===== src/rtl/matrix_scan_driver.sv =====
// Scan driver for the 8x8 RGB matrix: double-buffered 8x24 frame store serialised row by
// row into daisy-chained 74HC595s, with one-hot cathode select and tear-free frame swap.
module matrix_scan_driver #(
  parameter int unsigned ClkDiv   = 128,
  parameter int unsigned OnCycles = 8192
) (
  input  logic        clk_i,
  input  logic        rst_ni,
  input  logic        wr_en_i,
  input  logic [2:0]  wr_row_i,
  input  logic [23:0] wr_data_i,
  input  logic        frame_swap_i,
  output logic        frame_done_o,
  output logic        swap_pending_o,
  output logic        ds_o,
  output logic        sh_cp_o,
  output logic        st_cp_o,
  output logic        oe_o,
  output logic        sr_clr_n_o,
  output logic [7:0]  katot_o
);

  localparam int unsigned TW = (ClkDiv > 1) ? $clog2(ClkDiv) : 1;
  localparam int unsigned OW = $clog2(OnCycles + 1);
  localparam logic [TW-1:0] TLast  = TW'(ClkDiv - 1);
  localparam logic [OW-1:0] OnLast = OW'(OnCycles - 1);

  typedef enum logic [2:0] {StClear, StShift, StLatch, StDisplay, StBlank} state_e;

  state_e        state_q, state_d;
  logic          run_q, run_d;
  logic [2:0]    row_q, row_d;
  logic [TW-1:0] tcnt_q, tcnt_d;
  logic          phase_q, phase_d;
  logic [4:0]    bit_q, bit_d;
  logic [OW-1:0] on_q, on_d;
  logic [23:0]   word_q, word_d;
  logic          sel_q, sel_d;
  logic          pend_q, pend_d;
  logic [23:0]   buf_q [2][8];

  logic          ds_q, ds_d;
  logic          sh_q, sh_d;
  logic          st_q, st_d;
  logic          oe_q, oe_d;
  logic          clr_n_q, clr_n_d;
  logic [7:0]    katot_q, katot_d;
  logic          done_q, done_d;

  logic          t_last;
  logic          enter_clear;
  logic          frame_end;
  logic          swap_exec;

  assign t_last = (tcnt_q == TLast);

  // Row sequencing: every timed state counts T-cycle slots; CLEAR and each bit use two slots.
  always_comb begin
    state_d     = state_q;
    run_d       = run_q;
    row_d       = row_q;
    tcnt_d      = tcnt_q;
    phase_d     = phase_q;
    bit_d       = bit_q;
    on_d        = on_q;
    enter_clear = 1'b0;
    frame_end   = 1'b0;

    if (!run_q) begin
      run_d       = 1'b1;
      state_d     = StClear;
      row_d       = 3'd0;
      tcnt_d      = '0;
      phase_d     = 1'b0;
      enter_clear = 1'b1;
    end else begin
      case (state_q)
        StClear: begin
          if (t_last) begin
            tcnt_d = '0;
            if (phase_q) begin
              state_d = StShift;
              phase_d = 1'b0;
              bit_d   = 5'd0;
            end else begin
              phase_d = 1'b1;
            end
          end else begin
            tcnt_d = tcnt_q + TW'(1);
          end
        end
        StShift: begin
          if (t_last) begin
            tcnt_d = '0;
            if (!phase_q) begin
              phase_d = 1'b1;
            end else begin
              phase_d = 1'b0;
              if (bit_q == 5'd23) begin
                state_d = StLatch;
              end else begin
                bit_d = bit_q + 5'd1;
              end
            end
          end else begin
            tcnt_d = tcnt_q + TW'(1);
          end
        end
        StLatch: begin
          if (t_last) begin
            tcnt_d  = '0;
            on_d    = '0;
            state_d = StDisplay;
          end else begin
            tcnt_d = tcnt_q + TW'(1);
          end
        end
        StDisplay: begin
          if (on_q == OnLast) begin
            state_d = StBlank;
          end else begin
            on_d = on_q + OW'(1);
          end
        end
        StBlank: begin
          if (t_last) begin
            tcnt_d      = '0;
            state_d     = StClear;
            row_d       = row_q + 3'd1;
            enter_clear = 1'b1;
            frame_end   = (row_q == 3'd7);
          end else begin
            tcnt_d = tcnt_q + TW'(1);
          end
        end
        default: state_d = StClear;
      endcase
    end
  end

  // Frame publication and row snapshot.
  always_comb begin
    swap_exec = frame_end & pend_q;
    sel_d     = sel_q ^ swap_exec;
    pend_d    = swap_exec ? frame_swap_i : (pend_q | frame_swap_i);
    done_d    = frame_end;
    word_d    = word_q;
    if (enter_clear) begin
      // A write on the swap edge targets the buffer that becomes front on that same edge.
      if (wr_en_i && swap_exec && (wr_row_i == row_d)) begin
        word_d = wr_data_i;
      end else begin
        word_d = buf_q[sel_d][row_d];
      end
    end
  end

  // Output decode from next state so every pin comes straight from a flop.
  always_comb begin
    ds_d    = 1'b0;
    sh_d    = 1'b0;
    st_d    = 1'b0;
    oe_d    = 1'b1;
    clr_n_d = 1'b1;
    katot_d = katot_q;
    case (state_d)
      StClear: begin
        clr_n_d = 1'b0;
        katot_d = 8'h80 >> row_d;
      end
      StShift: begin
        ds_d = word_q[bit_d];
        sh_d = phase_d;
      end
      StLatch:   st_d = 1'b1;
      StDisplay: oe_d = 1'b0;
      default:   ;
    endcase
  end

  always_ff @(posedge clk_i or negedge rst_ni) begin
    if (!rst_ni) begin
      state_q <= StClear;
      run_q   <= 1'b0;
      row_q   <= 3'd0;
      tcnt_q  <= '0;
      phase_q <= 1'b0;
      bit_q   <= 5'd0;
      on_q    <= '0;
      word_q  <= '0;
      sel_q   <= 1'b0;
      pend_q  <= 1'b0;
      ds_q    <= 1'b0;
      sh_q    <= 1'b0;
      st_q    <= 1'b0;
      oe_q    <= 1'b1;
      clr_n_q <= 1'b0;
      katot_q <= 8'h00;
      done_q  <= 1'b0;
    end else begin
      state_q <= state_d;
      run_q   <= run_d;
      row_q   <= row_d;
      tcnt_q  <= tcnt_d;
      phase_q <= phase_d;
      bit_q   <= bit_d;
      on_q    <= on_d;
      word_q  <= word_d;
      sel_q   <= sel_d;
      pend_q  <= pend_d;
      ds_q    <= ds_d;
      sh_q    <= sh_d;
      st_q    <= st_d;
      oe_q    <= oe_d;
      clr_n_q <= clr_n_d;
      katot_q <= katot_d;
      done_q  <= done_d;
    end
  end

  // Writes always go to the buffer that is back before any toggle on this edge.
  always_ff @(posedge clk_i or negedge rst_ni) begin
    if (!rst_ni) begin
      for (int b = 0; b < 2; b++) begin
        for (int r = 0; r < 8; r++) begin
          buf_q[b][r] <= '0;
        end
      end
    end else if (wr_en_i) begin
      buf_q[~sel_q][wr_row_i] <= wr_data_i;
    end
  end

  assign frame_done_o   = done_q;
  assign swap_pending_o = pend_q;
  assign ds_o           = ds_q;
  assign sh_cp_o        = sh_q;
  assign st_cp_o        = st_q;
  assign oe_o           = oe_q;
  assign sr_clr_n_o     = clr_n_q;
  assign katot_o        = katot_q;

endmodule

===== config.mk =====
export PLATFORM = sky130hd
export DESIGN_NAME = matrix_scan_driver
export DESIGN_NICKNAME = d
export VERILOG_FILES = /design/src/rtl/matrix_scan_driver.sv
export SDC_FILE = /design/constraint.sdc
export NUM_CORES = 1
export LEC_CHECK = 0
export ABC_AREA = 1
export CAP_MARGIN = 10
export CORE_MARGIN = 1
export CORE_UTILIZATION = 50
export CTS_BUF_LIST = sky130_fd_sc_hd__clkbuf_8
export DETAILED_ROUTE_END_ITERATION = 8
export PLACE_DENSITY = 0.66
export SYNTH_ARGS = -nofsm -noshare
export SYNTH_HDL_FRONTEND = slang
export SYNTH_SLANG_ARGS = --single-unit

===== constraint.sdc =====
create_clock -name clk_i -period 7.1 [get_ports clk_i]
set_clock_uncertainty 0.15 [all_clocks]
set_input_delay 1.065 -clock clk_i [delete_from_list [all_inputs] [get_ports clk_i]]
set_output_delay 1.065 -clock clk_i [all_outputs]
set_load 0.01 [all_outputs]

==> results of run 1 <==
-- final cells by class --
class                      count  area, um^2
clock buffer                 100        1376
clock inverter                31       132.6
inverter                     398        1494
timing repair buffer          78       744.5
tap                          600       750.7
fill                        4213       20200
multi-input combinational   1979        9224
sequential                   458       11460
-- through the flow --
stage	hold WS (ns)	power [uW]	cells
6_report	0.2826	5686	3644
5_1_grt	0.3449	5957	3644
4_1_cts	0.3278	5734	3643
3_5_place_dp	0.3141	3404	3512
3_3_place_gp	0.3073	3381	3512
2_1_floorplan	0.2944	3219	3047
-- cells by family after synthesis --
group / Yosys count
flops: 458
compound gates: 447
other cells: 1
fa+ha+maj: 5
buf+inv: 610
simple gates: 1519
xor+xnor: 7
-- state kept, by name (all words and copies together) (netlist names) --
signal	flops
run_q	1
bit_q	5
tcnt_q	7
sr_clr_n_o	1
oe_o	1
sel_q	1
row_q	3
swap_pending_o	1
word_q	24
frame_done_o	1
ds_o	1
phase_q	1
on_q	14
st_cp_o	1
katot_o	8
buf_q	384
sh_cp_o	1
state_q	3
-- layer usage --
metal	global-route usage [%]	up-vias
li1	-	9538
met1	38.62	9529
met2	46.88	754
met3	4.688	162
met4	11.24	0
met5	0	-
-- power groups by stage --
stage               Clock (uW)  Sequential, uW  Combinational (uW)
finish                    2330            2940                 422
CTS                       2370            2940                 427
global placement             0            2970                 409
detailed placement           0            2980                 424
global route              2500            2960                 501
floorplan                    0            2950                 267
-- path summary, 6_finish.rpt --
check / to / slack [ns] / cells past startpoint
worst max-delay path: word_q[13] / 2.70 / 15
worst min-delay path: buf_q[247] / 0.28 / 1
worst max register to register: word_q[13] / 2.70 / 15
worst min register to register: buf_q[346] / 0.33 / 2
max in group asynchronous: word_q[14] / 5.00 / 2
min in group clk_i: buf_q[346] / 0.33 / 2
-- cell usage in the layout, fill, tap and decap left out, drive strengths merged, types with 2 or more instances in the layout --
cell,instances
buf,34
clkbuf,100
nand3,411
ha,5
nand3b,99
nand4,14
o21ai,402
o31ai,4
nor4,4
o22ai,2
dfrtp,457
nand2,854
inv,425
a21oi,33
o21bai,2
clkdlybuf4s50,44
nor3,9
xor2,7
clkinv,3
nor2,126
==> results_dict.tcl, run 1 <==
set metrics [dict create \
    cts_tree "yes" \
    hold_path.class "input port to async pin" \
    synth_top_area_share_pct 49.80 \
    root_buffer "clkbuf_8" \
    setup_ws_ns 2.704 \
    rsz0062_at_grt "no" \
    power_frac_clock_pct 40.9 \
    antenna_found_initial 0 \
    drtIter0Drc 2125 \
    clock_latency_ns 0.66 \
    crit_start "tcnt_q[0]" \
    synth_xor_area_share_pct 0.2670 \
    area_growth_pct 9.678 \
    power-per-cell-area_mw_per_mm2 225.8 \
    crit_fanout 49 \
    worst-setup-path-type "flip-flop to flip-flop" \
    setup_violations 0 \
    path_clk_slew_ns 0.06 \
    swShare_pct 25.78 \
    syn_area_mm2 0.02296 \
    yosys.area_share.simple_pct 29.26 \
    initial_core_util_pct 50.60 \
    post-cts-setup-buffers 0 \
    synthFlopType "dfrtp_1" \
    drt-met1-wl_mm 28.24 \
    syn-num-nets 3083 \
    grt_first_pass_wirelength_mm 106.5 \
    cts_sinks 458 \
    fin_util_pct 55.49 \
    vias_per_cell 5.484 \
    hold_viol_final 0 \
    grtUsageTotal_pct 28.84 \
    ys_warn_count 0 \
    slew_violations 0 \
    synth_edf_count 0 \
    pre_cts_slack_ns 2.746 \
    p_leak_uw 0.01243 \
    grt_pass1_vias 19220 \
    slowest_stage "nand2_2" \
    max_freq_mhz 227.5 \
    ys_seq_area_share_pct 49.92 \
    numPortBuffers 45 \
    post_drt_wl_per_cell_um 18.02 \
    place_congestion 0.9148 \
    synth_compound_area_share_pct 9.890 \
    postSynthRegisterBits 458 \
    syn-instance-count 3047 \
    ioPinCount 46 \
    outcome "finished, final reports clean" \
    yosysMostFrequentCell "nand2_1" \
    crit_required_ns 7.47 \
    pwr-share-comb_pct 7.4 \
    finalSetupTns_ns 0 \
    wl_met2_mm 30.25 \
    ir_drop_mv 0.1220 \
    grt_start_max_net_pins 162 \
    postPlaceCellArea_mm2 0.02366 \
    critPathMaxStageDelay_ns 0.58 \
    ys_async_sr_fraction_pct 100.0 \
    htreeDepth 3 \
    drive_above_1_share_pct 5.880 \
    clockBufferDepth 3 \
    synth_mux_area_share_pct 0 \
    critPathMostFrequentCell "buf_4" \
    synthTopCellsByCount "nand2_1 (852), dfrtp_1 (457), nand3_1 (408)" \
    critPathBufInv 4 \
    ant_nets 0 \
    crit_chain "ha_1, nand3_2, nor2_4, nand2_2, nand2_1, buf_4, o21ai_2, buf_4, inv_2, buf_4, o21ai_1, nor2_4, nand2_2, nand3_1, a21oi_1" \
    period_share_pct 61.92 \
    drt_first_pass_iters 6 \
    fin_area_mm2 0.02518 \
    die-area_mm2 0.04679 \
    met3WireLength_mm 5.039 \
    die_x_um 216.3 \
    synth_top_family_by_area "simple AND/OR/NAND/NOR gates" \
    std_cell_rows 78 \
    p_int_uw 4221 \
    cts_made_buffers 77 \
    p_sw_uw 1466 \
    tightest_slew_ns 1.254 \
    crit_path_start_kind "flip-flop" \
    synthTopCellsByArea "dfrtp_1 (50%), nand2_1 (14%), nand3_1 (8.9%)" \
    crit_family "simple AND/OR/NAND/NOR gates" \
    relSlewSlack_pct 16.12 \
    num-nets-final 3028 \
    diodes 0 \
    overflow 0 \
    worstReg2RegStart "tcnt_q[0]" \
    routed.top_layer "met4" \
    synth_fa_ha_area_share_pct 0.2724 \
    ctsResizeCount 0 \
    cp-end-kind "flip-flop" \
    core_area_mm2 0.04538 \
    worstPathArrival_ns 4.77 \
    syn_avg_cell_area_um2 7.536 \
    cts_hold_buf 0 \
    wl_mm 65.67 \
    period_minus_slack_ns 4.396 \
    yosysUniqueCellTypes 37 \
    pwr-share-seq_pct 51.6 \
    synth_top_area_cell "dfrtp_1" \
    drc 0 \
    post-dp-hpwl_mm 37.63 \
    die_h_um 216.3 \
    cap_viol_max_count 0 \
    via_count 19980 \
]
Power figures use the tool's default switching activity.
==> run 2: changes to the inputs <==
==> constraint.sdc (replaced) <==
create_clock -name clk_i -period 4.2 [get_ports clk_i]
set_clock_uncertainty 0.15 [all_clocks]
set_input_delay 0.63 -clock clk_i [delete_from_list [all_inputs] [get_ports clk_i]]
set_output_delay 0.63 -clock clk_i [all_outputs]
set_load 0.01 [all_outputs]
==> run 2 against run 1 <==
  * The flow now finishes with violations (DRC)
  * Core utilization is 0.82 points higher
  * Sequential share of layout area is 0.66 points lower
  * Combinational power is 73% higher
  * Clock power is 71% higher
  * Setup slack worse by 1.8 ns
  * Via count is 0.81% higher
  * Register-to-register slack worse by 1.8 ns
  * Critical path type unchanged
  * Highest routed layer unchanged
==> results_dict.tcl, run 2 (synthesized netlist as in run 1, its figures left out) <==
set metrics [dict create \
    numPortBuffers 45 \
    post-dp-hpwl_mm 38.45 \
    via_count 20150 \
    final_common_cell "nand2_1" \
    rrSetupSlack_ns 0.93 \
    power_frac_clock_pct 41.2 \
    grt_pass1_vias 19230 \
    grtUsageMet1_pct 39.61 \
    path_clk_slew_ns 0.06 \
    period_share_pct 77.93 \
    post-cts-setup-buffers 0 \
    critPathMostFrequentCell "nand3_1" \
    critPathBufInv 1 \
    clock_latency_ns 0.65 \
    rsz0062_at_grt "no" \
    grt_start_max_net_pins 193 \
    finalSetupTns_ns 0 \
    drc 1 \
    post_drt_wl_per_cell_um 17.97 \
    largest_reg_flops 384 \
    worstReg2RegStart "tcnt_q[1]" \
    drive_above_1_share_pct 6.671 \
    crit_path_start_kind "flip-flop" \
    grtUsageTotal_pct 28.99 \
    antenna_found_initial 0 \
    finalNonFillerCells 3673 \
    std_cell_rows 78 \
    diodes 0 \
    p_sw_uw 2482 \
    worstHoldPathCells 2 \
    power-per-cell-area_mw_per_mm2 378.8 \
    violations "DRC" \
    grt_first_pass_wirelength_mm 106.5 \
    area_growth_pct 11.29 \
    postPlaceCellArea_mm2 0.02401 \
    hold_ws_ns 0.3254 \
    crit_chain "ha_1, nand3_2, nor2_4, nand4_1, nand2_4, buf_12, nand3_1, nand3_1, nand2_1, nor2_1, nand2_1, nand3_1, a21oi_1" \
    swShare_pct 25.64 \
    drtIter0Drc 1901 \
    core_area_mm2 0.04538 \
    outcome "finished, violations left" \
    p_leak_uw 0.01261 \
    slew_violations 0 \
    slowest_stage "buf_12" \
    clockBufferDepth 3 \
    crit_start "tcnt_q[1]" \
    relSlewSlack_pct 29.03 \
    placed_cells 3538 \
    die_x_um 216.3 \
    die-area_mm2 0.04679 \
    crit_end "word_q[12]" \
    crit_fanout 192 \
    ant_nets 0 \
    r2r_cells 13 \
    worst-setup-path-type "flip-flop to flip-flop" \
    overflow 0 \
    cts_made_buffers 78 \
    place_congestion 0.8878 \
    period_minus_slack_ns 3.273 \
    max_freq_mhz 305.5 \
    cts_tree "yes" \
    cts_sinks 458 \
    pwr-share-seq_pct 51.3 \
    critPathMaxStageDelay_ns 0.63 \
    root_buffer "clkbuf_8" \
    worst-path-stages 13 \
    r2r-end "word_q[12]" \
    p_int_uw 7199 \
    cp-end-kind "flip-flop" \
    hold_viol_final 0 \
    setup_violations 0 \
    fin_area_mm2 0.02555 \
    crit_family "simple AND/OR/NAND/NOR gates" \
    met3_usage_pct 3.649 \
    cap_viol_max_count 0 \
    crit_required_ns 4.58 \
    pwr-share-comb_pct 7.5 \
    initial_core_util_pct 50.60 \
    use_met2_pct 47.72 \
    vias_per_cell 5.485 \
    ir_drop_mv 0.2643 \
    tightest_slew_ns 1.065 \
    mostFrequentLayoutCells "nand2_1 (846), dfrtp_1 (457), inv_1 (419)" \
    grt_busiest_layer "met2" \
    worstPathArrival_ns 3.65 \
    hold_path.class "flip-flop to flip-flop" \
    largestRegisters "buf_q: 384 flops, word_q: 24 flops, on_q: 14 flops" \
    ioPinCount 46 \
    num-nets-final 3055 \
    regMostFlops "buf_q" \
    wl_mm 66.00 \
    htreeDepth 3 \
    die_h_um 216.3 \
    drt_first_pass_iters 8 \
]
## run 2: cell count changes in the layout (fill, tap and decap cells not counted), moves of 2 or more
cell       previous run  this run
buf_4                29        43
clkbuf_8            100        96
bufinv_16             0         2
buf_12                3        15
inv_1               417       419
clkinv_2              2         5
## run 2: how the worst min path moves through the flow
stage,from,to,slack (ns)
6_report,buf_q[323],buf_q[323],0.33
3_3_place_gp,buf_q[373],buf_q[373],0.31
3_5_place_dp,buf_q[319],buf_q[319],0.31
5_1_grt,buf_q[277],buf_q[277],0.35
2_1_floorplan,rst_ni,bit_q[0],0.18
4_1_cts,buf_q[319],buf_q[319],0.33
## run 2: metal layers
metal	up-vias	part of all wire [%]	wire length, um
li1	9607	-	-
met2	774	47	31170
met5	-	0	0
met3	129	7.0	4653
met1	9635	43	28480
met4	0	2.6	1707
## run 2: what timing repair did
action                                  CTS  global route
endpoints found under the hold margin    77             0
resized for setup                         0             0
endpoints found under the setup margin    0             0
hold buffers                              1             0
## run 2: through the flow
step | total power [uW] | utilization (%) | setup WS [ns]
after floorplan | 5442 | - | 1.928
after global placement | 5729 | 52.91 | 1.028
after detailed placement | 5772 | 52.91 | 0.9345
after CTS | 9762 | 56.31 | 1.026
after global routing | 10140 | 56.31 | 0.6972
final | 9681 | 56.31 | 0.9269
## run 2: tightest hold or removal path: cells and delay by family (launching register included)
family,cells,cell delay [ns]
AOI/OAI and AO/OA,1,0.06
DFF,1,0.33
and+or+nand+nor,1,0.05
## run 2: final cells by class
| cell class | count | area [um^2] |
|---|---|---|
| fillers | 4238 | 19830 |
| flip-flops and latches | 458 | 11460 |
| multi-input cells | 1979 | 9224 |
| inverters | 398 | 1494 |
| clock buffers | 96 | 1321 |
| repair buffers | 104 | 1089 |
| well taps | 600 | 750.7 |
| clock inverters | 38 | 214.0 |
## run 2: power groups by stage
stage / logic (uW) / clock network (uW) / registers (uW)
after CTS: 738 / 4060 / 4960
after detailed placement: 734 / 0 / 5040
final: 729 / 3990 / 4970
after floorplan: 452 / 0 / 4990
after global routing: 861 / 4270 / 5010
after global placement: 704 / 0 / 5030
==> run 3: changes to the inputs <==
==> constraint.sdc (replaced) <==
create_clock -name clk_i -period 3.2 [get_ports clk_i]
set_clock_uncertainty 0.15 [all_clocks]
set_input_delay 0.48 -clock clk_i [delete_from_list [all_inputs] [get_ports clk_i]]
set_output_delay 0.48 -clock clk_i [all_outputs]
set_load 0.01 [all_outputs]
==> run 3 against run 2 <==
  * The flow now finishes without violations
  * Die area stayed put
  * Clock power up 36%
  * Clock-buffer cell count grew 11
  * Critical path type unchanged
  * Wire length increased by 2.2%
  * Core utilization grew 0.77 points
  * Largest cell class unchanged
  * Global-route usage up 0.89 points
  * Critical path depth is 2 higher
  * Sequential cell count stayed put
==> results_dict.tcl, run 3 (synthesized netlist as in run 1, its figures left out) <==
set metrics [dict create \
    outcome "finished, final reports clean" \
    drc 0 \
    rrSetupSlack_ns 0.35 \
    mostFrequentLayoutCells "nand2_1 (846), dfrtp_1 (457), inv_1 (415)" \
    worstReg2RegStart "tcnt_q[0]" \
    wl_mm 67.47 \
    setup_ws_ns 0.3457 \
    grt_start_max_net_pins 87 \
    cts_tree "yes" \
    drtIter0Drc 1967 \
    initial_core_util_pct 50.60 \
    grt_pass1_vias 19690 \
    cts_sinks 458 \
    crit_required_ns 3.58 \
    htreeDepth 3 \
    fin_area_mm2 0.02590 \
    num-nets-final 3070 \
    vias_per_cell 5.493 \
    r2r-end "word_q[22]" \
    regMostFlops "buf_q" \
    drt-met1-wl_mm 29.25 \
    clock_latency_ns 0.64 \
    post-cts-setup-buffers 0 \
    largest_reg_flops 384 \
    crit_fanout 49 \
    placed_cells 3553 \
    finalNonFillerCells 3695 \
    numPortBuffers 45 \
    via_count 20300 \
    period_share_pct 89.20 \
    path_clk_slew_ns 0.06 \
    hold_path.class "input port to async pin" \
    grtUsageTotal_pct 29.88 \
    worst-setup-path-type "flip-flop to flip-flop" \
    root_buffer "clkbuf_8" \
    diodes 0 \
    hold_ws_ns 0.2777 \
    cts_hold_buf 1 \
    crit_path_start_kind "flip-flop" \
    slew_violations 0 \
    ioPinCount 46 \
    power-per-cell-area_mw_per_mm2 498.8 \
    worstPathArrival_ns 3.24 \
    std_cell_rows 78 \
    antenna_found_initial 0 \
    final_common_cell "nand2_1" \
    wl_met2_mm 31.47 \
    die-area_mm2 0.04679 \
    die_x_um 216.3 \
    cp-end-kind "flip-flop" \
    ctsResizeCount 0 \
    post-dp-hpwl_mm 40.27 \
    crit_start "tcnt_q[0]" \
    area_growth_pct 12.81 \
    pre_cts_slack_ns 0.3719 \
    die_h_um 216.3 \
    rsz0062_at_grt "no" \
    tightest_slew_ns 0.6898 \
    crit_end "word_q[22]" \
    place_congestion 0.8943 \
    max_freq_mhz 350.4 \
    clockBufferDepth 3 \
    ant_nets 0 \
    relSlewSlack_pct 54.02 \
    period_minus_slack_ns 2.854 \
    cap_viol_max_count 0 \
    drive_above_1_share_pct 7.464 \
    p_leak_uw 0.01277 \
    finalSetupTns_ns 0 \
    r2r_cells 15 \
    drt_first_pass_iters 6 \
    hold_viol_final 0 \
    met3WireLength_mm 5.315 \
    largestRegisters "buf_q: 384 flops, word_q: 24 flops, on_q: 14 flops" \
    setup_violations 0 \
    ir_drop_mv 0.3239 \
    overflow 0 \
    post_drt_wl_per_cell_um 18.26 \
    cts_made_buffers 78 \
    core_area_mm2 0.04538 \
    routed.top_layer "met4" \
    postPlaceCellArea_mm2 0.02427 \
    grt_first_pass_wirelength_mm 110.4 \
]
[run 3: worst min-delay path by stage]
stage | depth (start not counted) | end | slack (ns) | startpoint
5_1_grt | 2 | swap_pending_o | 0.27 | frame_swap_i
3_5_place_dp | 2 | buf_q[344] | 0.31 | buf_q[344]
6_report | 2 | buf_q[200] | 0.28 | rst_ni
4_1_cts | 2 | swap_pending_o | 0.24 | frame_swap_i
3_3_place_gp | 2 | buf_q[349] | 0.31 | buf_q[349]
2_1_floorplan | 0 | bit_q[0] | 0.03 | rst_ni
[run 3: metrics by stage]
step	utilization [%]	total power, uW
global placement	53.49	7549
global route	57.08	13530
CTS	57.08	13020
detailed placement	53.49	7597
floorplan	-	7142
finish	57.08	12920
[run 3: power breakdown]
part / switching (uW) / total, uW / internal [uW]
logic: 653 / 981 / 328
registers: 233 / 6520 / 6280
clock network: 2450 / 5420 / 2970
[run 3: final cells by class]
| cell class | instances | area, um^2 |
|---|---|---|
| fillers | 4233 | 19480 |
| flip-flops and latches | 458 | 11460 |
| clock buffers | 107 | 1473 |
| well taps | 600 | 750.7 |
| clock inverters | 34 | 148.9 |
| multi-input cells | 1979 | 9224 |
| inverters | 398 | 1494 |
| repair buffers | 119 | 1351 |
[run 3: per-layer routing]
layer,vias to the layer above,GRT usage (%)
met2,774,48.16
li1,9633,-
met5,-,0
met4,0,9.202
met3,108,5.067
met1,9781,41.23
[run 3: critical path: stages, from the launching register on]
cell and delay [ns]:
dfrtp_1 0.36, ha_1 0.21, nand2_1 0.07, nor2_1 0.13
nand2_1 0.12, nor2_1 0.11, nand4_1 0.23, nand2_4 0.34
buf_12 0.31, nand2_1 0.08, nand3_1 0.08, nand2_1 0.08
nor2_1 0.18, nand2_1 0.08, nand3_1 0.13, a21oi_1 0.07
